## src/rtl/cpu_pkg.sv

```systemverilog
// Shared definitions for the cpu_ctrl instruction sequencer: opcode encoding,
// FSM state encodings and the default reset PC.
package cpu_pkg;

    localparam logic [7:0] RESET_PC_DEFAULT = 8'h00;

    typedef enum logic [2:0] {
        OP_NOP  = 3'b000,
        OP_JZ   = 3'b001,
        OP_ADD  = 3'b010,
        OP_AND  = 3'b011,
        OP_XOR  = 3'b100,
        OP_MOV  = 3'b101,
        OP_LDI  = 3'b110,
        OP_HALT = 3'b111
    } op_e;

    // FSM state enumeration, kept as plain constants for legacy tools.
    localparam logic [2:0] ST_IDLE   = 3'd0;
    localparam logic [2:0] ST_FETCH  = 3'd1;
    localparam logic [2:0] ST_DECODE = 3'd2;
    localparam logic [2:0] ST_OPER   = 3'd3;
    localparam logic [2:0] ST_EXEC   = 3'd4;
    localparam logic [2:0] ST_HALT   = 3'd5;

    function automatic logic is_two_byte(input op_e op);
        return (op == OP_JZ) || (op == OP_LDI);
    endfunction

endpackage

```

## src/rtl/cpu_ctrl_if.sv

```systemverilog
// Instruction-fetch and register-file/ALU control bundle between cpu_ctrl
// (master) and the datapath/memory side (slave).
interface cpu_ctrl_if;
    logic       imem_req;
    logic [7:0] imem_addr;
    logic       imem_valid;
    logic [7:0] imem_rdata;
    logic       is_zero;
    logic [1:0] rf_ra;
    logic [1:0] rf_rb;
    logic       rf_we;
    logic [1:0] rf_wa;
    logic [2:0] alu_op;
    logic       imm_sel;
    logic [7:0] imm;

    modport master (
        output imem_req, imem_addr, rf_ra, rf_rb, rf_we, rf_wa, alu_op, imm_sel, imm,
        input  imem_valid, imem_rdata, is_zero
    );

    modport slave (
        input  imem_req, imem_addr, rf_ra, rf_rb, rf_we, rf_wa, alu_op, imm_sel, imm,
        output imem_valid, imem_rdata, is_zero
    );
endinterface

```

## src/rtl/cpu_ctrl_decode.sv

```systemverilog
// Combinational instruction-byte decoder: op=[7:5], ra=[4:3], rb=[2:1]; bit 0 unused.
module cpu_ctrl_decode
    import cpu_pkg::*;
(
    input  logic [7:0] ir,
    output op_e        op,
    output logic [1:0] ra,
    output logic [1:0] rb,
    output logic       two_byte
);
    logic ir_bit0_unused;

    assign op             = op_e'(ir[7:5]);
    assign ra             = ir[4:3];
    assign rb             = ir[2:1];
    assign two_byte       = is_two_byte(op);
    assign ir_bit0_unused = ir[0];
endmodule

```

## src/rtl/cpu_ctrl.sv

```systemverilog
// Multi-cycle control sequencer for an 8-bit, 4-register accumulator-style CPU.
// Optional retired-instruction counter enabled by defining CPU_CTRL_PERF_EN.
module cpu_ctrl
    import cpu_pkg::*;
#(
    parameter logic [7:0] RESET_PC = RESET_PC_DEFAULT
) (
    input  logic       clk,
    input  logic       rst,
    cpu_ctrl_if.master bus,
    output logic [7:0] pc,
    output logic       halted
`ifdef CPU_CTRL_PERF_EN
    ,
    output logic [15:0] retired
`endif
);
    logic [2:0] state;
    logic [7:0] ir;
    logic [7:0] imm_q;
    op_e        op;
    logic [1:0] ra;
    logic [1:0] rb;
    logic       two_byte;
    logic       fetch_phase;

    cpu_ctrl_decode u_decode (
        .ir       (ir),
        .op       (op),
        .ra       (ra),
        .rb       (rb),
        .two_byte (two_byte)
    );

    assign fetch_phase = (state == ST_FETCH) || (state == ST_OPER);
    assign halted      = (state == ST_HALT);

    // NOTE: sequential state uses non-blocking assignments so every register
    // samples pre-edge values regardless of statement order.
    always_ff @(posedge clk or posedge rst) begin
        if (rst) begin
            state <= ST_IDLE;
            pc    <= RESET_PC;
            ir    <= '0;
            imm_q <= '0;
        end else begin
            case (state)
                ST_IDLE: state <= ST_FETCH;
                ST_FETCH: begin
                    if (bus.imem_valid) begin
                        ir    <= bus.imem_rdata;
                        pc    <= pc + 8'd1;
                        state <= ST_DECODE;
                    end
                end
                ST_DECODE: begin
                    if (two_byte)             state <= ST_OPER;
                    else if (op == OP_HALT)   state <= ST_HALT;
                    else if (op == OP_NOP)    state <= ST_FETCH;
                    else                      state <= ST_EXEC;
                end
                ST_OPER: begin
                    if (bus.imem_valid) begin
                        imm_q <= bus.imem_rdata;
                        pc    <= pc + 8'd1;
                        state <= ST_EXEC;
                    end
                end
                ST_EXEC: begin
                    if (op == OP_JZ && bus.is_zero) pc <= imm_q;
                    state <= ST_FETCH;
                end
                ST_HALT: state <= ST_HALT;
                default: state <= ST_IDLE;
            endcase
        end
    end

    // NOTE: every output gets a default before the case so no latch is inferred.
    always_comb begin
        bus.imem_req  = fetch_phase;
        bus.imem_addr = pc;
        bus.rf_ra     = ra;
        bus.rf_rb     = rb;
        bus.rf_wa     = ra;
        bus.imm       = imm_q;
        bus.alu_op    = 3'b000;
        bus.imm_sel   = 1'b0;
        bus.rf_we     = 1'b0;
        if (state == ST_EXEC) begin
            unique case (op)
                OP_ADD, OP_AND, OP_XOR, OP_MOV: begin
                    bus.alu_op = op;
                    bus.rf_we  = 1'b1;
                end
                OP_LDI: begin
                    // Immediate load reuses the MOV datapath with rs2 taken from imm.
                    bus.alu_op  = OP_MOV;
                    bus.imm_sel = 1'b1;
                    bus.rf_we   = 1'b1;
                end
                default: ;
            endcase
        end
    end

`ifdef CPU_CTRL_PERF_EN
    logic retire;

    // NOP and HALT complete in DECODE; everything else completes in EXEC.
    assign retire = (state == ST_EXEC) ||
                    ((state == ST_DECODE) && (op == OP_NOP || op == OP_HALT));

    always_ff @(posedge clk or posedge rst) begin
        if (rst) begin
            retired <= '0;
        end else if (retire && retired != 16'hFFFF) begin
            retired <= retired + 16'd1;
        end
    end
`endif

endmodule

```

## src/flat_wrapper.sv

```systemverilog
// flat-port wrapper written by rule: the top's interface ports become plain ports
module cpu_ctrl_flat import cpu_pkg::*;
#(
    parameter logic [7:0] RESET_PC = RESET_PC_DEFAULT
)
  (clk, rst, pc, halted, bus_imem_req, bus_imem_addr, bus_rf_ra, bus_rf_rb, bus_rf_we, bus_rf_wa, bus_alu_op, bus_imm_sel, bus_imm, bus_imem_valid, bus_imem_rdata, bus_is_zero);
  cpu_ctrl_if bus_i ();
  input  logic clk;
  input  logic rst;
  output logic [7:0] pc;
  output logic halted;
  output wire logic [$bits(bus_i.imem_req)-1:0] bus_imem_req;
  output wire logic [$bits(bus_i.imem_addr)-1:0] bus_imem_addr;
  output wire logic [$bits(bus_i.rf_ra)-1:0] bus_rf_ra;
  output wire logic [$bits(bus_i.rf_rb)-1:0] bus_rf_rb;
  output wire logic [$bits(bus_i.rf_we)-1:0] bus_rf_we;
  output wire logic [$bits(bus_i.rf_wa)-1:0] bus_rf_wa;
  output wire logic [$bits(bus_i.alu_op)-1:0] bus_alu_op;
  output wire logic [$bits(bus_i.imm_sel)-1:0] bus_imm_sel;
  output wire logic [$bits(bus_i.imm)-1:0] bus_imm;
  input wire logic [$bits(bus_i.imem_valid)-1:0] bus_imem_valid;
  input wire logic [$bits(bus_i.imem_rdata)-1:0] bus_imem_rdata;
  input wire logic [$bits(bus_i.is_zero)-1:0] bus_is_zero;
  assign bus_imem_req = bus_i.imem_req;
  assign bus_imem_addr = bus_i.imem_addr;
  assign bus_rf_ra = bus_i.rf_ra;
  assign bus_rf_rb = bus_i.rf_rb;
  assign bus_rf_we = bus_i.rf_we;
  assign bus_rf_wa = bus_i.rf_wa;
  assign bus_alu_op = bus_i.alu_op;
  assign bus_imm_sel = bus_i.imm_sel;
  assign bus_imm = bus_i.imm;
  assign bus_i.imem_valid = bus_imem_valid;
  assign bus_i.imem_rdata = bus_imem_rdata;
  assign bus_i.is_zero = bus_is_zero;
  cpu_ctrl #(.RESET_PC(RESET_PC)) u_core (.clk(clk), .rst(rst), .bus(bus_i), .pc(pc), .halted(halted));
endmodule
```

## config.mk

```make
export PLATFORM = sky130hd
export DESIGN_NAME = cpu_ctrl_flat
export DESIGN_NICKNAME = d
export VERILOG_FILES = /design/src/rtl/cpu_pkg.sv /design/src/rtl/cpu_ctrl_if.sv /design/src/rtl/cpu_ctrl_decode.sv /design/src/rtl/cpu_ctrl.sv /design/src/flat_wrapper.sv
export SDC_FILE = /design/constraint.sdc
export NUM_CORES = 1
export LEC_CHECK = 0
export CAP_MARGIN = 10
export CELL_PAD_IN_SITES_DETAIL_PLACEMENT = 1
export CELL_PAD_IN_SITES_GLOBAL_PLACEMENT = 1
export CORE_MARGIN = 3
export CORE_UTILIZATION = 31
export DETAILED_ROUTE_END_ITERATION = 10
export GPL_ROUTABILITY_DRIVEN = 0
export PLACE_DENSITY_LB_ADDON = 0.25
export RECOVER_POWER = 100
export SYNTH_ARGS = -nofsm -noshare
export SYNTH_HDL_FRONTEND = slang
export SYNTH_SLANG_ARGS = --single-unit
```

## constraint.sdc

```tcl
create_clock -name clk -period 1.4 [get_ports clk]
set_input_delay 0.14 -clock clk [delete_from_list [all_inputs] [get_ports clk]]
set_output_delay 0.14 -clock clk [all_outputs]
set_load 0.005 [all_outputs]
```

# After elaboration in Yosys (flattened, before gate mapping)
# Index checks and enable logic that the tools add are counted.
# op_classes
addsub	1
n_mul	0
div	0
n_lt_le_gt_ge	0
eq_ne	16
shifts	0
n_mux	15
bitwise	0
n_reduce_logical	14
# op_table
cell	n
equality test 3 bit, second input constant	6
2-to-1 mux 3 bit	6
2-to-1 mux 8 bit	2
case mux 8 bit (2 select lines)	1
case mux 3 bit (5 select lines)	1
equality test 3 x 2 -> 1 bit, second input constant	4
adder 8 x 1 -> 8 bit, second input constant	1
equality test 3 x 1 -> 1 bit, second input constant	2
zero test 3 bit	2
case mux 3 bit (2 select lines)	1
AND reduction 2 bit	3
OR reduction 5 bit	1
2-to-1 mux 1 bit	4
inequality test 2 x 1 -> 1 bit, second input constant	2
inequality test 2 bit, second input constant	2
OR reduction 2 bit	2
OR reduction 4 bit	1
AND reduction 3 bit	1
logical OR 1 bit	2
nonzero test 2 bit	1
logical AND 1 bit	1
# totals
regBits	27
latchBits	0
mem_bits_rw	0
rom_bits	0
in_bits	12
out_inout_bits	37
memories	0

# Depth between registers and ports, before layout
# Gate-level depths: netlist of run 1.
# depth
depth_word	5
ltp_mapped	6

# By module
# From an unflattened synthesis of run 1, not the netlist that was laid out.
# hier_totals
cells_unflattened	144
hier_area_um2	1515.2
# modules_own_cells
module	instances	cells_per_inst	area_each_um2
cpu_ctrl	1	134	1440.1
cpu_ctrl_decode	1	10	75.1

# Least setup slack after synthesis of run 1
# No wires, ideal clock.
# synth_path
kind	register to output
start	register u_core.state[1]
end	output bus_alu_op[0]
t_arrival_ns	1.284
slack_ns	-0.024
path_stages_with_launch	5
n_path_buf	2
cell_sequence	dfrtp_1 buf_6 or3b_4 buf_6 a311oi_1
# synth_between
elab_chain_cells	2
# synth_lines
item	line	source
start: declaration	cpu_ctrl.sv:18	logic [2:0] state;
start signal: assignment	cpu_ctrl.sv:42	state <= ST_IDLE;
start signal: assignment	cpu_ctrl.sv:48	ST_IDLE: state <= ST_FETCH;
start signal: assignment	cpu_ctrl.sv:53	state <= ST_DECODE;
equality test 3 bit	cpu_ctrl.sv:90	if (state == ST_EXEC) begin
2-to-1 mux 3 bit	cpu_ctrl.sv:90	
end: declaration	flat_wrapper.sv:18	output wire logic [$bits(bus_i.alu_op)-1:0] bus_alu_op;
# No other way between the ends.

# Worst setup path in the final report of run 1
# layout_path
start	register u_core.state[1]
end	output bus_rf_we
# layout_between
elab_chain_cells	2
# layout_lines
item	line	source
equality test 3 bit	cpu_ctrl.sv:90	
2-to-1 mux 1 bit	cpu_ctrl.sv:90	
end: declaration	flat_wrapper.sv:16	output wire logic [$bits(bus_i.rf_we)-1:0] bus_rf_we;
# No other way between the ends.

==> flow_metrics.tcl, run 1 <==
set metrics [dict create \
    drive_above_1_share_pct 48.8 \
    place.detailed.hpwl_um 3110 \
    drv_slew 0 \
    cts_hold_buffers 0 \
    fin_nets 225 \
    final_core_util_pct 54.6 \
    fin_skew_ns 0.00244 \
    cts_num_sinks 26 \
    ys.warnings.count 0 \
    path_class "flip-flop to output pin" \
    worstPathRequired_ns 1.26 \
    cts_tree "built" \
    fin_area_um2 2480 \
    clock_latency_ns 0.27 \
    port_buffers 48 \
    rows 24 \
    r2r-start "u_core.state[0]" \
    grt_pass1_wl_um 7760 \
    synthesis.area_um2 1520 \
    hold_path.class "input pin to asynchronous set/reset pin" \
    die_w_um 75.9 \
    ys_seq_area_share_pct 42.9 \
    synth.largest_area_cell "dfrtp_1" \
    layout_common_cells "clkdlybuf4s50_1, buf_4, dfrtp_1, mux2_4, buf_6" \
    path_clk_slew_ns 0.09 \
    rrSetupSlack_ns -0.27 \
    timing.fmax_ghz 0.595 \
    rsz0062_at_grt "true" \
    detail_route.vias_per_cell 4.95 \
    grt_max_degree 27 \
    synth_edf_count 0 \
    insertedDiodeCount 0 \
    syn_inst 140 \
    h-tree-depth 1 \
    setup_viol 30 \
    cp.arrival_ns 1.54 \
    async_reset_ff_share_pct 100 \
    finalHoldViolations 0 \
    drtIter0Drc 38 \
    period_share_pct 120 \
    grt_use_total_pct 16.5 \
    avgSynthCellArea_um2 10.8 \
    post-place-ws_ns -0.362 \
    synthDistinctLibCells 44 \
    synthTopCellsByArea "dfrtp_1, mux2_2, buf_4" \
    period_minus_slack_ns 1.68 \
    relSlewSlack_pct 54.6 \
    wire_per_inst_um 18.3 \
    drc 0 \
    area_delta_synth_final_pct 63.3 \
    layout_setup_ws_ns -0.280 \
    numCtsBuffers 3 \
    syn_nets 153 \
    vias 1365 \
    maxCapViolations 0 \
    synth_ff_type "dfrtp_1" \
    place_area_um2 2070 \
    design_power_total_mw 5.70 \
    violations "negative setup slack" \
    vdd_drop_max_mv 1.10 \
    synth_top_area_share_pct 42.9 \
    chipHeight_um 75.9 \
    startpoint_type "flip-flop" \
    status "complete, but fails checks" \
    coreArea_um2 4530 \
    reg2reg_depth 6 \
    die-area_um2 5770 \
    leakagePower_nw 1.09 \
    initial_core_util_pct 33.4 \
    grt_pass1_vias 1521 \
    grt_antenna_before_repair 0 \
    grt_overflow 0 \
    drtPass1Iterations 4 \
    cts_buffer_depth 2 \
    crit_path_start "u_core.state[1]" \
    ys_ff_latch 26 \
    instances_no_fill 276 \
    drt_wl_total_um 5040 \
    route.antenna.remaining_nets 0 \
    power_density_nw_per_um2 2300 \
    finalSetupTns_ns -5.96 \
    ios 49 \
    final_common_cell "clkdlybuf4s50_1" \
    dp_cells 252 \
    hold_ws_ns 0.485 \
    r2r-end "u_core.ir[5]" \
    cts-root-buf "clkbuf_8" \
    cp-end-kind "output pin" \
    path_max_fanout 3 \
    tightest_slew_ns 0.681 \
]
==> Yosys cell counts, types with 2 or more instances <==
master / n
mux2i_1: 2
a21oi_1: 11
nand2_1: 7
buf_4: 15
inv_1: 2
a31oi_1: 2
o22ai_1: 2
nand2b_1: 2
nor3b_1: 3
mux2_2: 11
buf_6: 6
nand3_1: 3
xor2_1: 2
buf_2: 2
nor2_1: 6
o21ai_1: 3
dfrtp_1: 26
mux2_4: 4
o21ai_0: 6
==> cells by family (layout without fill, tap and decap cells) <==
logic type	Yosys count	count (layout)	share of synthesized area (%)
XOR/XNOR	2	2	1.16
flip-flops	26	26	42.9
adder cells (fa/ha/maj)	1	1	0.825
multiplexers	17	17	13.4
buffers and inverters	25	96	13.0
AO/OA/AOI/OAI	33	33	14.1
AND/OR/NAND/NOR	36	36	14.5
==> timing repair <==
action	4_1_cts	5_1_grt
resized for setup	80	20
pin swaps	13	7
setup endpoints to repair	40	44
setup buffers	13	11
==> report_power, final <==
part	leakage (nW)	total [mW]	switching, mW	internal, mW
combinational	0.746	3.55	1.41	2.14
clock	0.0357	0.634	0.251	0.383
sequential	0.306	1.51	0.384	1.13
total	1.09	5.70	2.05	3.66
==> state kept, by name (all words and copies together) (netlist names) <==
signal / cells
u_core.ir: 7
u_core.state: 3
u_core.bus.imem_addr: 8
u_core.bus.imm: 8
==> worst max path at each step <==
stage,to
floorplan,u_core.bus.imem_addr[2]
detailed placement,bus_rf_we
global placement,bus_alu_op[0]
finish,bus_rf_we
global route,bus_rf_we
CTS,bus_rf_we
==> layer usage <==
metal	GRT usage [%]	share of wire [%]	vias up
met5	0	0	-
met3	4.50	4.8	8
li1	-	-	628
met4	3.44	1.3	0
met1	20.3	42	686
met2	29.2	52	43
==> area by class of cell <==
class | count | area, um^2
tap | 65 | 81.3
multi-input combinational | 89 | 840
inverter | 2 | 7.51
clock inverter | 1 | 30.0
timing repair buffer | 90 | 820
sequential | 26 | 657
fill | 481 | 2060
clock buffer | 3 | 41.3
==> worst max-delay path, cell delays in order (launching register included) <==
cell     delay (ns)
dfrtp_2        0.46
buf_12         0.14
nor4b_4        0.28
and2_4         0.19
or2_4          0.11
buf_6          0.09
Power figures use the tool's default switching activity.
==> run 2: changes to the inputs <==
--- a/config.mk
+++ b/config.mk
@@ -14,6 +14,8 @@
 export GPL_ROUTABILITY_DRIVEN = 0
 export PLACE_DENSITY_LB_ADDON = 0.25
 export RECOVER_POWER = 100
+export REMOVE_ABC_BUFFERS = 1
+export SLEW_MARGIN = 40
 export SYNTH_ARGS = -nofsm -noshare
 export SYNTH_HDL_FRONTEND = slang
 export SYNTH_SLANG_ARGS = --single-unit
==> flow_metrics.tcl, run 2 (same netlist as run 1, synthesis figures left out) <==
set metrics [dict create \
    clock_latency_ns 0.28 \
    combinationalPowerShare_pct 64.5 \
    hold_ws_ns 0.470 \
    seqPwrFrac_pct 25.1 \
    route.antenna.remaining_nets 0 \
    place.detailed.hpwl_um 3340 \
    leakagePower_nw 1.17 \
    power.switching_mw 2.28 \
    timing.fmax_ghz 0.569 \
    numCtsBuffers 3 \
    hold_path.class "input pin to flip-flop" \
    area_delta_synth_final_pct 75.0 \
    h-tree-depth 1 \
    finalSetupTns_ns -6.32 \
    layout_setup_ws_ns -0.356 \
    drtIter0Drc 84 \
    cp-end-kind "flip-flop" \
    final_common_cell "buf_4" \
    fin_area_um2 2650 \
    initial_core_util_pct 33.4 \
    insertedDiodeCount 0 \
    clkPwrFrac_pct 10.4 \
    chipHeight_um 75.9 \
    drc 0 \
    die_w_um 75.9 \
    grt_pass1_vias 1541 \
    vias 1502 \
    drive_above_1_share_pct 55.7 \
    path_clk_slew_ns 0.10 \
    fin_skew_ns 0.00507 \
    layout_common_cells "buf_4, clkdlybuf4s50_1, buf_6, dfrtp_1, mux2_4" \
    finalHoldViolations 0 \
    grt_antenna_before_repair 0 \
    coreArea_um2 4530 \
    cts_tree "built" \
    die-area_um2 5770 \
    detail_route.vias_per_cell 5.09 \
    vdd_drop_max_mv 1.00 \
    place_area_um2 2110 \
    worstPathRequired_ns 1.56 \
    ios 49 \
    grt_use_total_pct 18.5 \
    p_int_mw 3.91 \
    rsz0062_at_grt "true" \
    fillers 466 \
    tightest_slew_ns 0.690 \
    grt_max_degree 27 \
    cp.arrival_ns 1.92 \
    path_class "flip-flop to flip-flop" \
    final_core_util_pct 58.5 \
    setup_viol 34 \
    grt_overflow 0 \
    swShare_pct 36.8 \
    wire_per_inst_um 20.3 \
    status "complete, but fails checks" \
    maxCapViolations 0 \
    relSlewSlack_pct 54.0 \
    period_minus_slack_ns 1.76 \
    drtPass1Iterations 4 \
    grt_pass1_wl_um 8520 \
    power_density_nw_per_um2 2330 \
    port_buffers 48 \
    drv_slew 0 \
    path_max_fanout 5 \
    violations "negative setup slack" \
    rows 24 \
    startpoint_type "flip-flop" \
    cts_num_sinks 26 \
    cts-root-buf "clkbuf_8" \
    drt_wl_total_um 5990 \
    cts_buffer_depth 2 \
    period_share_pct 125 \
    fin_nets 244 \
    design_power_total_mw 6.19 \
]
run 2: path summary, 6_finish.rpt:
path / from / cells past startpoint / end / slack (ns)
max in group asynchronous: rst / 3 / u_core.state[1] / 0.40
max reg2reg: u_core.state[1] / 7 / u_core.bus.imem_addr[5] / -0.36
min: bus_imem_rdata[0] / 2 / u_core.bus.imm[0] / 0.47
min reg2reg: u_core.ir[1] / 1 / u_core.ir[1] / 0.53
min in group asynchronous: rst / 3 / u_core.ir[4] / 0.51
max: u_core.state[1] / 7 / u_core.bus.imem_addr[5] / -0.36
run 2: timing repair:
action	CTS	global route
gates resized for setup	85	26
setup buffers	19	16
endpoints found under the setup margin	42	45
cloned	1	0
hold buffers	0	0
pin swaps	15	12
run 2: worst max-delay path, stage by stage (launching register included):
cell and delay (ns):
dfrtp_2 0.46, buf_6 0.14, nor4b_4 0.32, buf_4 0.20
a31oi_4 0.10, buf_6 0.16, o21ai_2 0.15, o21ai_1 0.10
run 2: per-stage QoR:
| step | setup WS (ns) | instances |
|---|---|---|
| 6_report | -0.356 | 295 |
| 5_1_grt | -0.370 | 295 |
| 4_1_cts | -0.256 | 279 |
| 3_5_place_dp | -0.343 | 258 |
| 3_3_place_gp | -0.310 | 258 |
| 2_1_floorplan | -0.420 | 117 |
run 2: final cells by class:
class	instances	area, um^2	area share, %
Clock inverter	1	30.0	1.13
Multi-Input combinational cell	89	853	32.2
Inverter	2	7.51	0.283
Timing Repair Buffer	109	981	37.0
Sequential cell	26	659	24.8
Tap cell	65	81.3	3.06
Clock buffer	3	41.3	1.56
run 2: power by group through the flow:
stage | combinational (mW) | clock, mW | sequential [mW]
floorplan | 0.920 | 0 | 1.57
global placement | 2.62 | 0 | 1.52
detailed placement | 2.68 | 0 | 1.57
CTS | 3.32 | 0.654 | 1.54
global route | 4.21 | 0.693 | 1.61
finish | 3.99 | 0.646 | 1.55
run 2: metal layers:
metal | track usage (%) | up-vias | routed length [um]
met3 | 2.61 | 11 | 194
met2 | 35.4 | 44 | 3340
met5 | 0 | - | 0
li1 | - | 670 | -
met1 | 21.1 | 777 | 2340
met4 | 5.62 | 0 | 125
